### src/rtl/dac_frame_streamer.sv
// Multi-channel DAC sample streamer: frame FIFO drained at a programmable tick rate,
// with a sticky underflow flag and hold/midscale underflow behaviour.
module dac_frame_streamer #(
    parameter int DATA_W     = 10,
    parameter int NUM_CH     = 2,
    parameter int FIFO_DEPTH = 8,
    parameter int DIV_W      = 16
) (
    input  logic                           CLK,
    input  logic                           reset,
    input  logic [NUM_CH*DATA_W-1:0]       IN_DATA,
    input  logic                           IN_VALID,
    output logic                           IN_READY,
    input  logic                           EN,
    input  logic [DIV_W-1:0]               RATE_DIV,
    input  logic                           UNDERFLOW_MODE,
    input  logic                           UNDERFLOW_CLR,
    output logic [NUM_CH*DATA_W-1:0]       OUT_D,
    output logic                           OUT_STB,
    output logic                           UNDERFLOW,
    output logic [$clog2(FIFO_DEPTH):0]    FIFO_LEVEL
);
    localparam int FW = NUM_CH * DATA_W;
    localparam int AW = $clog2(FIFO_DEPTH);
    localparam int LW = AW + 1;
    localparam logic [DATA_W-1:0] MID = {1'b1, {(DATA_W-1){1'b0}}};

    logic [FW-1:0]    mem [FIFO_DEPTH];
    logic [AW-1:0]    wr_ptr, rd_ptr;
    logic [DIV_W-1:0] count;
    logic [FW-1:0]    midscale;
    logic             push, pop, tick, empty;

    for (genvar k = 0; k < NUM_CH; k++) begin : g_mid
        assign midscale[k*DATA_W +: DATA_W] = MID;
    end

    // Ready and empty come from registered level only, so a frame pushed this
    // cycle can never be popped by a tick in the same cycle.
    assign IN_READY = (FIFO_LEVEL != LW'(FIFO_DEPTH));
    assign empty    = (FIFO_LEVEL == '0);
    assign push     = IN_VALID && IN_READY;
    assign tick     = EN && (count >= RATE_DIV);
    assign pop      = tick && !empty;

    always_ff @(posedge CLK) begin
        if (push && !reset)
            mem[wr_ptr] <= IN_DATA;
    end

    always_ff @(posedge CLK) begin
        if (reset) begin
            wr_ptr     <= '0;
            rd_ptr     <= '0;
            FIFO_LEVEL <= '0;
            count      <= '0;
            OUT_D      <= midscale;
            OUT_STB    <= 1'b0;
            UNDERFLOW  <= 1'b0;
        end else begin
            if (push)
                wr_ptr <= wr_ptr + AW'(1);
            if (pop)
                rd_ptr <= rd_ptr + AW'(1);
            if (push && !pop)
                FIFO_LEVEL <= FIFO_LEVEL + LW'(1);
            else if (pop && !push)
                FIFO_LEVEL <= FIFO_LEVEL - LW'(1);

            if (!EN || tick)
                count <= '0;
            else
                count <= count + DIV_W'(1);

            OUT_STB <= tick;
            if (pop)
                OUT_D <= mem[rd_ptr];
            else if (tick && UNDERFLOW_MODE)
                OUT_D <= midscale;

            // A new underflow wins over a simultaneous clear.
            if (tick && empty)
                UNDERFLOW <= 1'b1;
            else if (UNDERFLOW_CLR)
                UNDERFLOW <= 1'b0;
        end
    end
endmodule

### config.mk
export PLATFORM = sky130hd
export DESIGN_NAME = dac_frame_streamer
export DESIGN_NICKNAME = d
export VERILOG_FILES = /design/src/rtl/dac_frame_streamer.sv
export SDC_FILE = /design/constraint.sdc
export NUM_CORES = 1
export LEC_CHECK = 0
export CORE_MARGIN = 5
export CORE_UTILIZATION = 30
export CTS_BUF_LIST = sky130_fd_sc_hd__clkbuf_4 sky130_fd_sc_hd__clkbuf_8
export DETAILED_ROUTE_END_ITERATION = 10
export GPL_ROUTABILITY_DRIVEN = 0
export GPL_TIMING_DRIVEN = 0
export PLACE_DENSITY = 0.52
export SLEW_MARGIN = 20
export SYNTH_ARGS = -nofsm -noshare
export SYNTH_HDL_FRONTEND = slang
export SYNTH_SLANG_ARGS = --single-unit
### constraint.sdc
create_clock -name CLK -period 4.19 [get_ports CLK]
set_input_delay 0.838 -clock CLK [delete_from_list [all_inputs] [get_ports CLK]]
set_output_delay 0.838 -clock CLK [all_outputs]
set_load 0.005 [all_outputs]
==> results of run 1 <==
## sequential cells by signal (all words and copies together), names as in the netlist, named ones only
register and flops:
OUT_STB 1, count 16, OUT_D 20, rd_ptr 3
wr_ptr 3, FIFO_LEVEL 4, UNDERFLOW 1, mem 160
## tightest hold or removal path: stages (launching register included)
cell	delay (ns)
dfxtp_1	0.30
inv_1	0.05
a2bb2oi_1	0.05
## placed cells by master, fill, tap and decap left out, types with 4 or more instances in the layout
master | netlist | layout
dfxtp_1 | 51 | 51
clkinv_1 | 0 | 5
buf_4 | 4 | 10
mux4_2 | 40 | 40
nor2_4 | 0 | 6
a21oi_1 | 10 | 10
xor2_1 | 12 | 12
clkbuf_1 | 6 | 6
clkbuf_8 | 0 | 39
clkdlybuf4s50_1 | 0 | 68
clkinv_2 | 0 | 7
ha_1 | 22 | 22
nor2_1 | 39 | 33
mux2i_1 | 20 | 20
edfxtp_1 | 160 | 160
inv_1 | 22 | 22
nand2_1 | 19 | 19
nand2b_1 | 7 | 7
nand3_1 | 9 | 9
buf_2 | 4 | 4
xnor2_1 | 7 | 7
o2bb2ai_1 | 18 | 18
mux2_2 | 4 | 4
clkbuf_4 | 0 | 11
## worst max-delay path by stage
| stage | startpoint | end | slack, ns | cells past startpoint |
|---|---|---|---|---|
| floorplan | RATE_DIV[15] | FIFO_LEVEL[3] | 0.69 | 16 |
| global placement | reset | mem[0][3] | -1.16 | 3 |
| detailed placement | RATE_DIV[2] | FIFO_LEVEL[3] | -0.18 | 17 |
| CTS | RATE_DIV[2] | FIFO_LEVEL[3] | 0.36 | 17 |
| global route | RATE_DIV[2] | FIFO_LEVEL[3] | 0.14 | 17 |
| finish | RATE_DIV[13] | FIFO_LEVEL[3] | 0.34 | 17 |
## power by group
group,switching (W),leakage [nW],internal (W)
Sequential,0.0000324,1.86,0.00230
Combinational,0.000144,1.23,0.000141
Clock,0.000783,0.367,0.000958
## cell type report
type                            instances  area share
Timing Repair Buffer                   80      0.0816
Clock inverter                         14     0.00658
Multi-Input combinational cell        242       0.232
Clock buffer                           50      0.0592
Inverter                               22     0.00790
Tap cell                              378      0.0452
Buffer                                 18      0.0106
Sequential cell                       211       0.557
## per-stage QoR
| stage | TNS (ns) | hold slack (ns) | utilization | instances |
|---|---|---|---|---|
| 2_1_floorplan | 0 | 0.441 | - | 493 |
| 5_1_grt | 0 | 0.467 | 0.377 | 1015 |
| 6_report | 0 | 0.461 | 0.377 | 1015 |
| 4_1_cts | 0 | 0.460 | 0.377 | 1015 |
| 3_5_place_dp | -0.176 | 0.451 | 0.353 | 951 |
| 3_3_place_gp | -42.30 | 0.446 | 0.344 | 939 |
## Yosys cell counts, types with 2 or more instances
master and n:
clkbuf_1 6, o21ai_0 2, edfxtp_1 160, a21oi_1 10, or3_1 2, nor2_1 39
xor2_1 12, o21ai_1 3, mux2i_1 20, buf_6 3, o2bb2ai_1 18, dfxtp_1 51
nand2_1 19, mux2_2 4, nand2b_1 7, buf_4 4, nor2b_1 2, xnor2_1 7
ha_1 22, nand3_1 9, mux4_2 40, nor4_2 2, a2bb2oi_1 2, nand4_1 2
nor3_1 5, and3_1 2, buf_2 4, inv_1 22
## logic make-up (layout without fill, tap and decap cells)
kind of cell               count (synthesis)  in the layout  synth area share
xor gates and xnor gates                  19             19            0.0198
buffers and inverters                     40            184            0.0231
adders and majority gates                 23             23            0.0352
DFF                                      211            211             0.695
muxes                                     64             64             0.137
and+or+nand+nor                           94             94            0.0538
AOI/OAI and AO/OA                         42             42            0.0368
## routing by layer
layer | global-route usage | vias up
met1 | 0.141 | 2295
met4 | 0.0406 | 0
met5 | 0 | -
li1 | - | 2135
met3 | 0.0286 | 18
met2 | 0.204 | 113
==> results_dict.tcl, run 1 <==
set metrics [dict create \
    wl_met2_mm 9.31 \
    max_freq_mhz 260 \
    regArea_mm2 0.00583 \
    synth_edf_count 160 \
    tightest_slew_ns 0.912 \
    syn-num-nets 558 \
    worst_path_dominant_cell_family "simple AND/OR/NAND/NOR gates" \
    clk_pin_slew_ns 0.06 \
    overflow 0 \
    clock-root-buffer "clkbuf_8" \
    ff2ff_path_depth 16 \
    finalMaxSlewViolations 0 \
    drt_iter0_drc 267 \
    vdd_drop_max_mv 0.155 \
    multi_input_area_mm2 0.00242 \
    post_drt_wl_per_cell_um 17.8 \
    drc 0 \
    fillers 2560 \
    grt_max_degree 14 \
    critical_path.cell_chain "clkdlybuf4s50_1 > inv_1 > ha_1 > nand4_1 > nor2_1 > nand3_1 > o21a_2 > nor3b_2 > inv_1 > ha_1 > inv_1 > ha_1 > a21o_1 > a21oi_1 > xnor2_1 > or3_1 > a21oi_1" \
    wl_met1_mm 7.48 \
    grt_pass1_vias 5004 \
    syn_avg_cell_area_um2 17.0 \
    maxCapViolCount 0 \
    syn_to_final_growth_pct 24.7 \
    placedInstanceArea_mm2 0.00977 \
    fp-row-count 61 \
    grt_usage 0.117 \
    timing.final.ws_setup_ns 0.341 \
    syn_inst 493 \
    holdBufCountCts 0 \
    p_leak_nw 3.46 \
    fin_crit_sh 0.919 \
    antenna_cells 0 \
    synth_ff_type "edfxtp_1" \
    dr.pass1.iters 4 \
    core_area_mm2 0.0277 \
    period_needed_ns 3.85 \
    maxUsedRoutingLayer "met4" \
    r2r_slack_ns 0.74 \
    yosysUniqueCellTypes 42 \
    die_h_um 177 \
    antenna_found_initial 0 \
    r2r-end "FIFO_LEVEL[3]" \
    start_util 0.303 \
    die_w_um 177 \
    syn_area_mm2 0.00839 \
    synth.largest_area_cell "edfxtp_1" \
    viasPerCell 4.49 \
    clock_path_buffers 3 \
    ios 69 \
    clk_latency_ns 0.51 \
    dp_hpwl_mm 12.4 \
    rsz0062_at_grt "false" \
    skew_ns 0.0202 \
    wl_met3_um 948 \
    yosysTopAreaCellShare 0.573 \
    ys.warnings.count 0 \
    post_cts_resize_count 0 \
    grt_first_pass_wirelength_mm 27.9 \
    ys_seq_elements 211 \
    startpoint_type "input pin" \
    cp_num_buf_inv 4 \
    min_path_cells 2 \
    p_total_w 0.00436 \
    setup_violations 0 \
    hold_end "OUT_D[19]" \
    cts_buffers 36 \
    yosysSeqAreaShare 0.695 \
    final_nets 676 \
    worstHoldStart "OUT_D[19]" \
    dieArea_mm2 0.0314 \
    drive_gt1_frac 0.223 \
    post-place-ws_ns -0.176 \
    required_ns 4.63 \
    crit_type "input pin to register" \
    cts_setup_buffers 0 \
    r2r_start "count[0]" \
    p_per_area_mw_per_mm2 417 \
    h-tree-depth 2 \
    cpMaxStageDelayCell "clkdlybuf4s50_1" \
    tritoncts "built" \
    crit_arrival_ns 4.29 \
    cp-end-kind "register" \
    numPortBuffers 68 \
    synth-async-reset-ratio 0 \
    slowest_delay_ns 0.47 \
    hold_viol 0 \
    status "finished, final reports clean" \
    cts_sinks 211 \
    vias 4561 \
    synth_area_leaders "edfxtp_1 57%, dfxtp_1 12%, mux4_2 11%, ha_1 3.3%, mux2i_1 2.4%" \
    min-delay-path-class "register to register" \
    crit_fanout 5 \
    stdcell_area_mm2 0.0105 \
    slew-limit-headroom 0.392 \
    postRouteAntennaNets 0 \
    finalWirelength_mm 18.0 \
]
(Power assumes the default switching activity.)
==> inputs of run 2 (changes only) <==
REMOVE_ABC_BUFFERS = 1   (was default)
==> run 2 against run 1 <==
- cell count shrank 1.3%
- sequential share of layout area shrank 0.46 points
- wire length shrank 1.2%
- non-clock buffer count shrank 14
- clock power grew 7%
- maximum frequency grew 0.53%
- combinational power grew 2%
==> results_dict.tcl, run 2 (synthesized netlist as in run 1, its figures left out) <==
set metrics [dict create \
    status "finished, final reports clean" \
    grt_max_degree 25 \
    die_h_um 177 \
    grt_pass1_vias 4896 \
    cts_sinks 211 \
    viasPerCell 4.52 \
    slew-limit-headroom 0.546 \
    dp_hpwl_mm 11.7 \
    drc 0 \
    crit_arrival_ns 4.24 \
    fin_util 0.381 \
    cts_setup_buffers 0 \
    clock_path_buffers 3 \
    regMostFlops "mem" \
    reg_top3 "mem (160), OUT_D (20), count (16)" \
    period_needed_ns 3.83 \
    p_leak_nw 3.48 \
    drive_gt1_frac 0.228 \
    min-delay-path-class "register to register" \
    most-common-layout-cells "160 x edfxtp_1, 68 x clkdlybuf4s50_1, 48 x dfxtp_1, 40 x mux4_2, 40 x clkbuf_8" \
    clock-root-buffer "clkbuf_8" \
    antenna_found_initial 2 \
    clk_latency_ns 0.51 \
    layout_commonest_cell "edfxtp_1" \
    tritoncts "built" \
    p_per_area_mw_per_mm2 426 \
    die_w_um 177 \
    crit_type "input pin to register" \
    tightest_slew_ns 0.676 \
    postRouteAntennaNets 0 \
    skew_ns 0.0240 \
    max_freq_mhz 261 \
    syn_to_final_growth_pct 25.8 \
    holdBufCountCts 0 \
    h-tree-depth 2 \
    final_nets 662 \
    use_met3 0.0297 \
    finalWirelength_mm 17.8 \
    numPortBuffers 68 \
    post_drt_wl_per_cell_um 17.8 \
    clk_pin_slew_ns 0.06 \
    cts_buffers 36 \
    whs_ns 0.443 \
    hold_viol 0 \
    dp.cells 937 \
    grt_usage 0.116 \
    fp-row-count 61 \
    drt_iter0_drc 155 \
    dieArea_mm2 0.0314 \
    ios 69 \
    startpoint_type "input pin" \
    use_met1 0.157 \
    rsz0062_at_grt "false" \
    dr.pass1.iters 4 \
    largest_register_ffs 160 \
    fin_crit_sh 0.914 \
    start_util 0.303 \
    post_cts_resize_count 0 \
    required_ns 4.60 \
    met2_usage 0.184 \
    fin_cells 1002 \
    crit_fanout 5 \
    finalMaxSlewViolations 0 \
    cp-end-kind "register" \
    setup_violations 0 \
    overflow 0 \
    vdd_drop_max_mv 0.185 \
    core_area_mm2 0.0277 \
    vias 4530 \
    antenna_cells 0 \
    maxCapViolCount 0 \
    grt_first_pass_wirelength_mm 27.8 \
    busiest_layer "met2" \
]
run 2: path summary, 6_finish.rpt:
path	startpoint	end	slack, ns	cells past startpoint
worst max-delay path	RATE_DIV[15]	FIFO_LEVEL[3]	0.36	17
worst min-delay path	OUT_D[9]	OUT_D[9]	0.44	2
worst max register to register	count[0]	FIFO_LEVEL[3]	0.84	16
worst min register to register	OUT_D[9]	OUT_D[9]	0.44	2
run 2: area by class of cell:
| class | instances | area (um^2) |
|---|---|---|
| Tap cell | 378 | 473 |
| Multi-Input combinational cell | 242 | 2440 |
| Fill cell | 2560 | 17200 |
| Inverter | 22 | 82.6 |
| Timing Repair Buffer | 84 | 986 |
| Sequential cell | 211 | 5830 |
| Clock buffer | 55 | 663 |
| Clock inverter | 10 | 80.1 |
run 2: worst max-delay path, cell delays in order:
cell	delay, ns
clkdlybuf4s50_1	0.46
inv_1	0.04
ha_1	0.31
nand4_1	0.16
nor2_1	0.16
nand3_1	0.12
o21a_2	0.26
nor3b_2	0.36
inv_1	0.08
ha_1	0.22
inv_1	0.12
ha_1	0.24
a21o_1	0.18
a21oi_1	0.17
xnor2_1	0.09
or3_1	0.30
a21oi_1	0.13
run 2: per-layer routing:
layer	share of wire	vias up
met3	0.050	27
met4	0.015	4
met2	0.48	105
li1	-	2122
met1	0.46	2272
met5	0.0012	-
run 2: metrics by stage:
stage                     power (W)  worst slack, ns  setup TNS [ns]  cell area [um^2]
after floorplan             0.00251            0.694               0              8280
after global placement      0.00263            -1.37          -74.73              9430
after detailed placement    0.00267           -0.172          -0.172              9810
after CTS                   0.00458            0.328               0             10600
after global routing        0.00471           0.0412               0             10600
final                       0.00450            0.361               0             10600
run 2: power breakdown:
part	leakage (nW)	internal, W	switching, W	total, W
sequential	1.86	0.00230	0.0000335	0.00234
clock	0.402	0.00108	0.000795	0.00187
combinational	1.22	0.000143	0.000148	0.000291
total	3.48	0.00352	0.000976	0.00450
==> inputs of run 3 (changes only) <==
--- a/config.mk
+++ b/config.mk
@@ -8,5 +8,4 @@
 export CORE_MARGIN = 5
 export CORE_UTILIZATION = 30
-export CTS_BUF_LIST = sky130_fd_sc_hd__clkbuf_4 sky130_fd_sc_hd__clkbuf_8
 export DETAILED_ROUTE_END_ITERATION = 10
 export GPL_ROUTABILITY_DRIVEN = 0
==> constraint.sdc (replaced) <==
create_clock -name CLK -period 4.19 [get_ports CLK]
set_input_delay 0.838 -clock CLK [delete_from_list [all_inputs] [get_ports CLK]]
set_output_delay 0.838 -clock CLK [all_outputs]
set_load 0.1 [all_outputs]
==> run 3 against run 2 <==
- critical path depth unchanged
- clock power about the same
- critical path type unchanged
- maximum frequency is 0.42% higher
- first-iteration DRC count up 34%
- hold slack about the same
- clock skew fell by 0.0072 ns
- combinational power rose by 30%
- via count decreased by 2.1%
- highest routed layer unchanged
- non-clock buffer count unchanged
==> results_dict.tcl, run 3 (synthesized netlist as in run 1, its figures left out) <==
set metrics [dict create \
    crit_type "input pin to register" \
    syn_to_final_growth_pct 25.5 \
    ios 69 \
    cts_buffers 23 \
    most-common-layout-cells "160 x edfxtp_1, 68 x clkdlybuf4s50_1, 48 x dfxtp_1, 40 x mux4_2, 33 x nor2_1" \
    placedInstanceArea_mm2 0.00981 \
    layout_commonest_cell "edfxtp_1" \
    p_leak_nw 3.42 \
    cts_setup_buffers 0 \
    required_ns 4.61 \
    grt_max_degree 25 \
    cp-end-kind "register" \
    numPortBuffers 68 \
    tightest_slew_ns 0.984 \
    finalMaxSlewViolations 0 \
    core_area_mm2 0.0277 \
    skew_ns 0.0167 \
    startpoint "RATE_DIV[15]" \
    viasPerCell 4.53 \
    drive_gt1_frac 0.183 \
    grt_pass1_vias 4685 \
    overflow 0 \
    tritoncts "built" \
    min_path_cells 2 \
    ff2ff_path_depth 16 \
    fin_crit_sh 0.910 \
    h-tree-depth 1 \
    worstHoldStart "OUT_D[9]" \
    drt_iter0_drc 207 \
    post_cts_resize_count 0 \
    clock-root-buffer "clkbuf_16" \
    antenna_cells 0 \
    start_util 0.303 \
    cts_sinks 211 \
    clock_path_buffers 3 \
    p_per_area_mw_per_mm2 439 \
    dp_hpwl_mm 11.7 \
    clk_pin_slew_ns 0.06 \
    grt_usage 0.113 \
    crit_arrival_ns 4.24 \
    clk_latency_ns 0.52 \
    regMostFlops "mem" \
    fillers 2549 \
    maxCapViolCount 0 \
    r2r_start "count[0]" \
    holdBufCountCts 0 \
    drc 0 \
    antenna_found_initial 1 \
    final_nets 649 \
    rsz0062_at_grt "false" \
    max_freq_mhz 262 \
    postRouteAntennaNets 0 \
    hold_viol 0 \
    grt_first_pass_wirelength_mm 27.3 \
    min-delay-path-class "register to register" \
    crit_fanout 5 \
    stdcell_area_mm2 0.0105 \
    fp-row-count 61 \
    setup_violations 0 \
    die_h_um 177 \
    finalWirelength_mm 17.7 \
    startpoint_type "input pin" \
    status "finished, final reports clean" \
    die_w_um 177 \
    dr.pass1.iters 4 \
    reg_top3 "mem (160), OUT_D (20), count (16)" \
    fin_tns_setup_ns 0 \
    vias 4433 \
    dieArea_mm2 0.0314 \
    slew-limit-headroom 0.342 \
    period_needed_ns 3.81 \
    largest_register_ffs 160 \
    whs_ns 0.443 \
    vdd_drop_max_mv 0.361 \
    post_drt_wl_per_cell_um 18.1 \
]
==> run 3: changes by cell type in the layout (fill, tap and decap cells not counted), sizes merged <==
cell and delta:
clkinvlp +1, clkinv -2, clkbuf -22, inv -1
==> run 3: power breakdown <==
part | leakage (nW) | internal (W) | switching, W
clock network | 0.346 | 0.00112 | 0.000787
registers | 1.86 | 0.00230 | 0.0000333
logic | 1.22 | 0.000143 | 0.000234
==> run 3: worst paths after layout <==
path                   endpoint  slack, ns
hold / removal         OUT_D[9]       0.44
setup reg to reg  FIFO_LEVEL[3]       0.87
hold reg to reg        OUT_D[9]       0.44
setup / recovery  FIFO_LEVEL[3]       0.38
==> run 3: worst max-delay path, stage by stage <==
cell             delay, ns
clkdlybuf4s50_1       0.46
inv_1                 0.04
ha_1                  0.31
nand4_1               0.16
nor2_1                0.16
nand3_1               0.12
o21a_2                0.26
nor3b_2               0.36
inv_1                 0.08
ha_1                  0.22
inv_1                 0.11
ha_1                  0.23
a21o_1                0.18
a21oi_1               0.17
xnor2_1               0.09
or3_1                 0.30
a21oi_1               0.14
==> run 3: area by class of cell <==
class / count / area, um^2 / area share
Timing Repair Buffer: 84 / 986 / 0.0937
Multi-Input combinational cell: 242 / 2440 / 0.232
Clock buffer: 33 / 633 / 0.0602
Clock inverter: 8 / 80.1 / 0.00761
Sequential cell: 211 / 5830 / 0.554
Inverter: 22 / 82.6 / 0.00785
Tap cell: 378 / 473 / 0.0449
==> run 3: layer usage <==
layer / global-route usage / part of all wire
met5: 0 / 0.00040
met4: 0.0235 / 0.017
met3: 0.0250 / 0.050
met2: 0.181 / 0.47
met1: 0.161 / 0.46
==> run 3: through the flow <==
| step | setup slack, ns | power (W) | util | cells |
|---|---|---|---|---|
| 6_report | 0.377 | 0.00462 | 0.380 | 978 |
| 5_1_grt | 0.0607 | 0.00481 | 0.380 | 978 |
| 4_1_cts | 0.342 | 0.00469 | 0.380 | 978 |
| 3_5_place_dp | -0.172 | 0.00276 | 0.354 | 937 |
| 3_3_place_gp | -1.37 | 0.00272 | 0.340 | 921 |
| 2_1_floorplan | -0.158 | 0.00260 | - | 475 |
